`config.mk`:
```
export PLATFORM = sky130hd
export DESIGN_NAME = dm_arbiter
export DESIGN_NICKNAME = d
export VERILOG_FILES = /design/src/rtl/dm_arb_pkg.sv /design/src/rtl/dm_arbiter_rr_pick2.sv /design/src/rtl/dm_arbiter.sv
export SDC_FILE = /design/constraint.sdc
export NUM_CORES = 1
export LEC_CHECK = 0
export BUFFER_PORTS_ARGS = -buffer_cell sky130_fd_sc_hd__buf_4
export CAP_MARGIN = 20
export CORE_AREA = 3 3 96 107
export DETAILED_ROUTE_END_ITERATION = 16
export DIE_AREA = 0 0 99 110
export HOLD_SLACK_MARGIN = 0.08
export PLACE_DENSITY_LB_ADDON = 0.1
export SLEW_MARGIN = 20
export SYNTH_ARGS = -nofsm -noshare
export SYNTH_HDL_FRONTEND = slang
export SYNTH_SLANG_ARGS = --single-unit
```
`constraint.sdc`:
```
create_clock -name clock -period 4 [get_ports clock]
set_input_delay 0.4 -clock clock [delete_from_list [all_inputs] [get_ports clock]]
set_output_delay 0.4 -clock clock [all_outputs]
set_load 0.05 [all_outputs]
```
`src/rtl/dm_arb_pkg.sv`:
```
// rtl/dm_arb_pkg.sv - shared types and constants for the data-memory arbiter
package dm_arb_pkg;

    localparam int ADDR_W_DEF = 8;
    localparam int DATA_W_DEF = 32;
    localparam int STAT_W     = 16;

    typedef enum logic {
        IDLE,
        ACCESS
    } state_t;

    typedef logic port_idx_t;

    function automatic logic [STAT_W-1:0] sat_inc(input logic [STAT_W-1:0] v);
        return (v == {STAT_W{1'b1}}) ? v : v + 1'b1;
    endfunction

endpackage

```
`src/rtl/dm_arbiter_rr_pick2.sv`:
```
// rtl/dm_arbiter_rr_pick2.sv - combinational two-way round-robin picker
module rr_pick2
    import dm_arb_pkg::*;
(
    input  logic [1:0] req,
    input  port_idx_t  last,
    output port_idx_t  winner,
    output logic       any
);

    always_comb begin
        any = |req;
        // On a tie the port that did not win last time goes next.
        if (req == 2'b11) begin
            winner = ~last;
        end else begin
            winner = req[1];
        end
    end

endmodule

```
`src/rtl/dm_arbiter.sv`:
```
// rtl/dm_arbiter.sv - round-robin share of one data memory between CPU and loader ports
// Optional grant/conflict statistics outputs enabled by DM_ARB_STATS_EN.
module dm_arbiter
    import dm_arb_pkg::*;
#(
    parameter int ADDR_W = ADDR_W_DEF,
    parameter int DATA_W = DATA_W_DEF
) (
    input  logic              clock,
    input  logic              rst,
    input  logic              p0_req,
    input  logic              p0_we,
    input  logic [ADDR_W-1:0] p0_addr,
    input  logic [DATA_W-1:0] p0_wdata,
    output logic              p0_gnt,
    output logic              p0_rvalid,
    output logic [DATA_W-1:0] p0_rdata,
    input  logic              p1_req,
    input  logic              p1_we,
    input  logic [ADDR_W-1:0] p1_addr,
    input  logic [DATA_W-1:0] p1_wdata,
    output logic              p1_gnt,
    output logic              p1_rvalid,
    output logic [DATA_W-1:0] p1_rdata,
    output logic [ADDR_W-1:0] mem_address,
    output logic [DATA_W-1:0] mem_data,
    output logic              mem_rden,
    output logic              mem_wren,
    input  logic [DATA_W-1:0] mem_q
`ifdef DM_ARB_STATS_EN
    ,
    output logic [STAT_W-1:0] p0_cnt,
    output logic [STAT_W-1:0] p1_cnt,
    output logic [STAT_W-1:0] conflict_cnt
`endif
);

    state_t    state;
    state_t    state_d;
    port_idx_t last;
    port_idx_t win_r;
    port_idx_t winner;
    logic      any;
    logic      issue;

    rr_pick2 u_pick (
        .req    ({p1_req, p0_req}),
        .last   (last),
        .winner (winner),
        .any    (any)
    );

    assign issue = (state == IDLE) && any;

    always_ff @(posedge clock or negedge rst) begin
        if (!rst) begin
            state <= IDLE;
        end else begin
            state <= state_d;
        end
    end

    always_comb begin
        state_d = state;
        case (state)
            IDLE:    if (any) state_d = ACCESS;
            ACCESS:  state_d = IDLE;
            default: state_d = IDLE;
        endcase
    end

    // Strobes and grants are registered so the memory sees exactly one falling edge per access.
    always_ff @(posedge clock or negedge rst) begin
        if (!rst) begin
            last        <= 1'b1;
            win_r       <= 1'b0;
            p0_gnt      <= 1'b0;
            p1_gnt      <= 1'b0;
            p0_rvalid   <= 1'b0;
            p1_rvalid   <= 1'b0;
            p0_rdata    <= '0;
            p1_rdata    <= '0;
            mem_address <= '0;
            mem_data    <= '0;
            mem_rden    <= 1'b0;
            mem_wren    <= 1'b0;
        end else begin
            p0_gnt    <= 1'b0;
            p1_gnt    <= 1'b0;
            p0_rvalid <= 1'b0;
            p1_rvalid <= 1'b0;
            mem_rden  <= 1'b0;
            mem_wren  <= 1'b0;
            if (state == ACCESS && mem_rden) begin
                if (win_r) begin
                    p1_rdata  <= mem_q;
                    p1_rvalid <= 1'b1;
                end else begin
                    p0_rdata  <= mem_q;
                    p0_rvalid <= 1'b1;
                end
            end
            if (issue) begin
                last        <= winner;
                win_r       <= winner;
                p0_gnt      <= ~winner;
                p1_gnt      <= winner;
                mem_address <= winner ? p1_addr  : p0_addr;
                mem_data    <= winner ? p1_wdata : p0_wdata;
                mem_wren    <= winner ? p1_we    : p0_we;
                mem_rden    <= winner ? ~p1_we   : ~p0_we;
            end
        end
    end

`ifdef DM_ARB_STATS_EN
    always_ff @(posedge clock or negedge rst) begin
        if (!rst) begin
            p0_cnt       <= '0;
            p1_cnt       <= '0;
            conflict_cnt <= '0;
        end else begin
            if (issue && !winner) p0_cnt <= sat_inc(p0_cnt);
            if (issue && winner)  p1_cnt <= sat_inc(p1_cnt);
            if (state == IDLE && p0_req && p1_req) conflict_cnt <= sat_inc(conflict_cnt);
        end
    end
`endif

endmodule

```
; ---- After elaboration in Yosys (flattened, before gate mapping)
; Index checks and enable logic that the tools add are counted.
; Widths: inputs -> output; s select.
[word_totals]
input_bits = 118
out_inout_bits = 110
ff_bits = 113
wordCells = 40
[op_classes]
reduce_logical = 5
n_eq_ne = 1
bitwise = 6
n_mux = 15
[ops]
columns = operator, count
row1 = $mux 32, 1
row2 = $mux 1, 12
row3 = $mux 8, 1
row4 = $not 1->1, 6
row5 = $reduce_and 2->1, 2
row6 = $eq 2x2->1 const B, 1
row7 = $logic_and 1x1->1, 2
row8 = $pmux 1 s2, 1
row9 = $reduce_or 2->1, 1

; ---- Depth between registers and ports, before layout
[logic_depth]
depth_word = 4
mapped_depth = 5
depth_no_buf = 3

; ---- By module
; Synthesis repeated with hierarchy kept, for this count alone.
[unflattened]
cells_unflattened = 287
area_unflattened_um2 = 4972.3
[by_module_without_submodules]
columns = mod, cells_per_inst, area_each_um2, seq_area_each_um2, instances
row1 = dm_arbiter, 285, 4958.5, 2829.0, 1
row2 = rr_pick2, 2, 13.8, 0.0, 1

; ---- Worst setup path before layout
; OpenSTA, ideal clock, no wires.
[synth_path]
kind = register to register
from = register mem_rden
to = register p0_rdata[10]
slack_ps = 2515
synth_period_minus_slack_ps = 1485
arrival_ps = 1361
required_ps = 3875
path_stages_with_launch = 4
setup_time_ps = 125
path_cell_list = dfrtp_1 -> nand3b_2 -> buf_2 -> mux2_2
[synth_between]
elab_chain_cells = 2
[synth_lines]
columns = element, line
row1 = start: declaration, dm_arbiter.sv:27  ; output logic mem_rden,
row2 = start signal: assignment, dm_arbiter.sv:111  ; mem_rden <= winner ? ~p1_we : ~p0_we;
row3 = $logic_and 1x1->1, dm_arbiter.sv:94  ; if (state == ACCESS && mem_rden) begin
row4 = $reduce_and 2->1 (no source line), n/a
row5 = end signal: assignment, dm_arbiter.sv:99  ; p0_rdata <= mem_q;
row6 = end: declaration, dm_arbiter.sv:17  ; output logic [DATA_W-1:0] p0_rdata,
; No other way between the ends.
; A chain may end at the register's enable or synchronous reset.

; ---- Worst setup path in the final report
[layout_path]
from = register state
to = register p1_rdata[8]
[layout_between]
elab_chain_cells = 2
[layout_lines]
columns = element, line
row1 = start: declaration, dm_arbiter.sv:38  ; state_t state;
row2 = start signal: assignment, dm_arbiter.sv:59  ; state <= state_d;
row3 = $logic_and 1x1->1, dm_arbiter.sv:94
row4 = $reduce_and 2->1 (no source line), n/a
row5 = end signal: assignment, dm_arbiter.sv:96  ; p1_rdata <= mem_q;
row6 = end: declaration, dm_arbiter.sv:24  ; output logic [DATA_W-1:0] p1_rdata,
; No other way between the ends.

==> metrics.md <==
| Metric | Value |
|---|---|
| Outcome | `finished clean` |
| RR Startpoint | `state` |
| Cells after Synth | `just under 300` |
| CTS tree | `yes` |
| Vias in the first global route | `about 3500` |
| Post-CTS Setup Bufs | `0` |
| Most instantiated library cell after synthesis | `dfrtp_1` |
| RSZ-0062 raised after global routing | `false` |
| Post_cts resized | `0` |
| Setup violators final | `0` |
| Post-synth ARST share | `100.0%` |
| Post-synth EDFFs | `0` |
| Cell area after synthesis | `4527 µm²` |
| Syn Nets | `413` |
| Sequential area share after synthesis | `between 60 and 70%` |
| CP startpoint | `state` |
| Hold Slack | `116.5 ps` |
| Die Wd | `between 90 and 100 µm` |
| Largest area contributor in the netlist | `dfrtp_1` |
| Synth top area share | `about three fifths` |
| Min Tclk post-route | `between 2000 and 2500 ps` |
| Top_reg_cell synth | `dfrtp_1` |
| First-pass detailed-route iteration total | `4` |
| CP max stage delay | `just under 800 ps` |
| Htree depth | `4` |
| Fin crit share | `just over 50%` |
| Final Net Count | `644` |
| Total of max-cap violations | `0` |
| Crit path depth | `2` |
| Worst Path Class, Setup | `reg -> reg` |
| Syn avg cell area | `about 15 µm²` |
| Via-per-instance ratio | `5.171` |
| Initial Util | `between 40 and 50%` |
| FF-to-FF path depth | `2` |
| Synth top area cells | `dfrtp_1 62%, mux2_2 16%, a221o_1 8.8%` |
| CTS Buf Count | `17` |
| Gr ovfl total | `0` |
| Ports | `about 230` |
| Worst vdd ir | `~0.36 mV` |
| Fin. max-slew vios | `0` |
| Layout cells sized above 1 | `about 61%` |
| Worst setup endpoint | `p1_rdata[8]` |
| Worst-path cell chain | `nand3_2 -> mux2_2` |
| Maximum fanout along the worst path | `33` |
| Pin count of the biggest net entering global routing | `just over 80` |
| IO buf count | `about 230` |
| Drt first-iter violations | `approximately 130` |
| Post-DP HPWL | `around 8.2 mm` |
| Remaining DRCs | `0` |
| DIE AREA | `around 11000 µm²` |
| Fin Setup TNS | `0 ps` |
| Global Route Usage Sum | `a little over a fifth` |
| First-pass GRT wire length | `between 15 and 20 mm` |
| Pwr Density | `between 800 and 900 nW/µm²` |
| P_leak | `3.335 nW` |
| Clock Latency Late Sink | `just over 500 ps` |
| Setup Skew | `8.209 ps` |
| Slew @ Worst Pin | `987.6 ps` |
| CP Data Arrival Time | `roughly 2400 ps` |
| Worst setup SP type | `register` |
| Hold Crit Class | `in -> reg` |
| Avg WL per Cell | `~18 µm` |
| Worst Path Buf+Inv | `0` |
| Post-synth cell types | `23` |
| Largest delay share family, worst path | `simple AND/OR/NAND/NOR gates` |
| Req. time, crit path | `around 4400 ps` |
| Die height | `roughly 110 µm` |
| Initial antenna violation count | `0` |
| Cts hold-fix bufs | `1` |
| Hold Fails Final Rpt | `0` |
| Post-route ant nets | `0` |
| Yosys reg bits | `between 100 and 150` |
| Synth warnings | `0` |
| CTS Buffer Depth | `2` |
| Max-slew headroom | `roughly 34%` |
| Detailed Route WL | `11.62 mm` |
| CTS clk-pin slew, worst paths | `about 60 ps` |
| Vias | `roughly 3400` |
| Total clock sinks | `between 100 and 150` |
| Setup crit end kind | `register` |
| Placer Congestion | `0.7302` |
| R2R Path End | `p1_rdata[8]` |
| Clk root buf | `clkbuf_8` |
| FF-to-FF setup slack | `1990 ps` |
| Core Area | `9305 µm²` |
| Slowest stage cell, crit path | `nand3_2` |
| Top post-synthesis cells by count | `112 x dfrtp_1, 64 x mux2_2, 40 x a221o_1` |
| Antenna Cells | `0` |
| Max Fclk | `approximately 500 MHz` |
| Area Growth Syn to Fin | `49.94%` |
| FP Rows | `37` |
[sequential cells by signal, indices dropped and copies added, names as in the netlist, 8 cells and up]
| name | flops |
|---|---|
| mem_address | 8 |
| p1_rdata | 32 |
| mem_data | 32 |
| p0_rdata | 32 |
[how the worst min path moves through the flow]
stage / startpoint / endpoint / slack, ps / cells after the start
floorplan: rst / mem_address[0] / 100 / 0
global placement: p1_rdata[20] / p1_rdata[20] / 490 / 1
detailed placement: p1_rdata[29] / p1_rdata[29] / 490 / 1
CTS: p0_wdata[3] / mem_data[3] / 90 / 2
global route: p0_wdata[2] / mem_data[2] / 90 / 2
finish: p0_wdata[3] / mem_data[3] / 120 / 2
[through the flow]
| step | util [%] | std cells | worst slack (ps) | total power [mW] | area (µm²) |
|---|---|---|---|---|---|
| after floorplan | - | 295 | 2515 | 3.800 | 4527 |
| after global placement | 66.80 | 622 | 1992 | 4.706 | 6216 |
| after detailed placement | 66.80 | 622 | 1942 | 4.757 | 6216 |
| after CTS | 72.73 | 653 | 1937 | 6.154 | 6768 |
| after global routing | 72.95 | 654 | 1814 | 6.355 | 6788 |
| final | 72.95 | 654 | 1988 | 6.104 | 6788 |
[power breakdown]
group | switching, mW | internal, mW
Clock | 0.472 | 0.904
Combinational | 1.95 | 0.963
Sequential | 0.242 | 1.58
[metal layers]
layer	global-route usage [%]	up-vias	share of wire (%)	wire, µm
met1	26.06	1646	40	4609
met2	35.27	177	50	5822
met4	7.707	0	1.2	144
met5	0	-	0	0
met3	7.804	13	9.0	1040
li1	-	1546	-	-
[logic make-up after synthesis]
group	after synthesis	share of synthesized area, %
AOI/OAI and AO/OA	46	10.14
and+or+nand+nor	49	7.214
DFF	113	62.49
buffers and inverters	23	4.229
muxes	64	15.92
[layout make-up]
cell class / instances / area (µm²)
clock buffer: 23 / 456.7
clock inverter: 7 / 85.08
fill: 630 / 2517
inverter: 4 / 15.01
multi-input combinational: 159 / 1506
sequential: 113 / 2829
tap: 117 / 146.4
timing repair buffer: 231 / 1749
[cell usage in the layout (no fill, tap or decap), drive strengths merged, types with 2 or more instances in the layout]
cell    synthesis  layout
nor2            2       2
clkbuf          0      23
buf            19     230
mux2           64      64
a221o          40      40
nand3           2       2
dfrtp         112     112
and2           40      40
a21o            2       2
nand3b          2       2
bufinv          0       2
inv             4       4
clkinv          0       5
[worst register-to-register path, delay by kind of cell, from the launching register on]
family	cells	cell delay (ps)
multiplexers	1	570
AND/OR/NAND/NOR	1	770
flip-flops	1	560
Power figures use the tool's default switching activity.
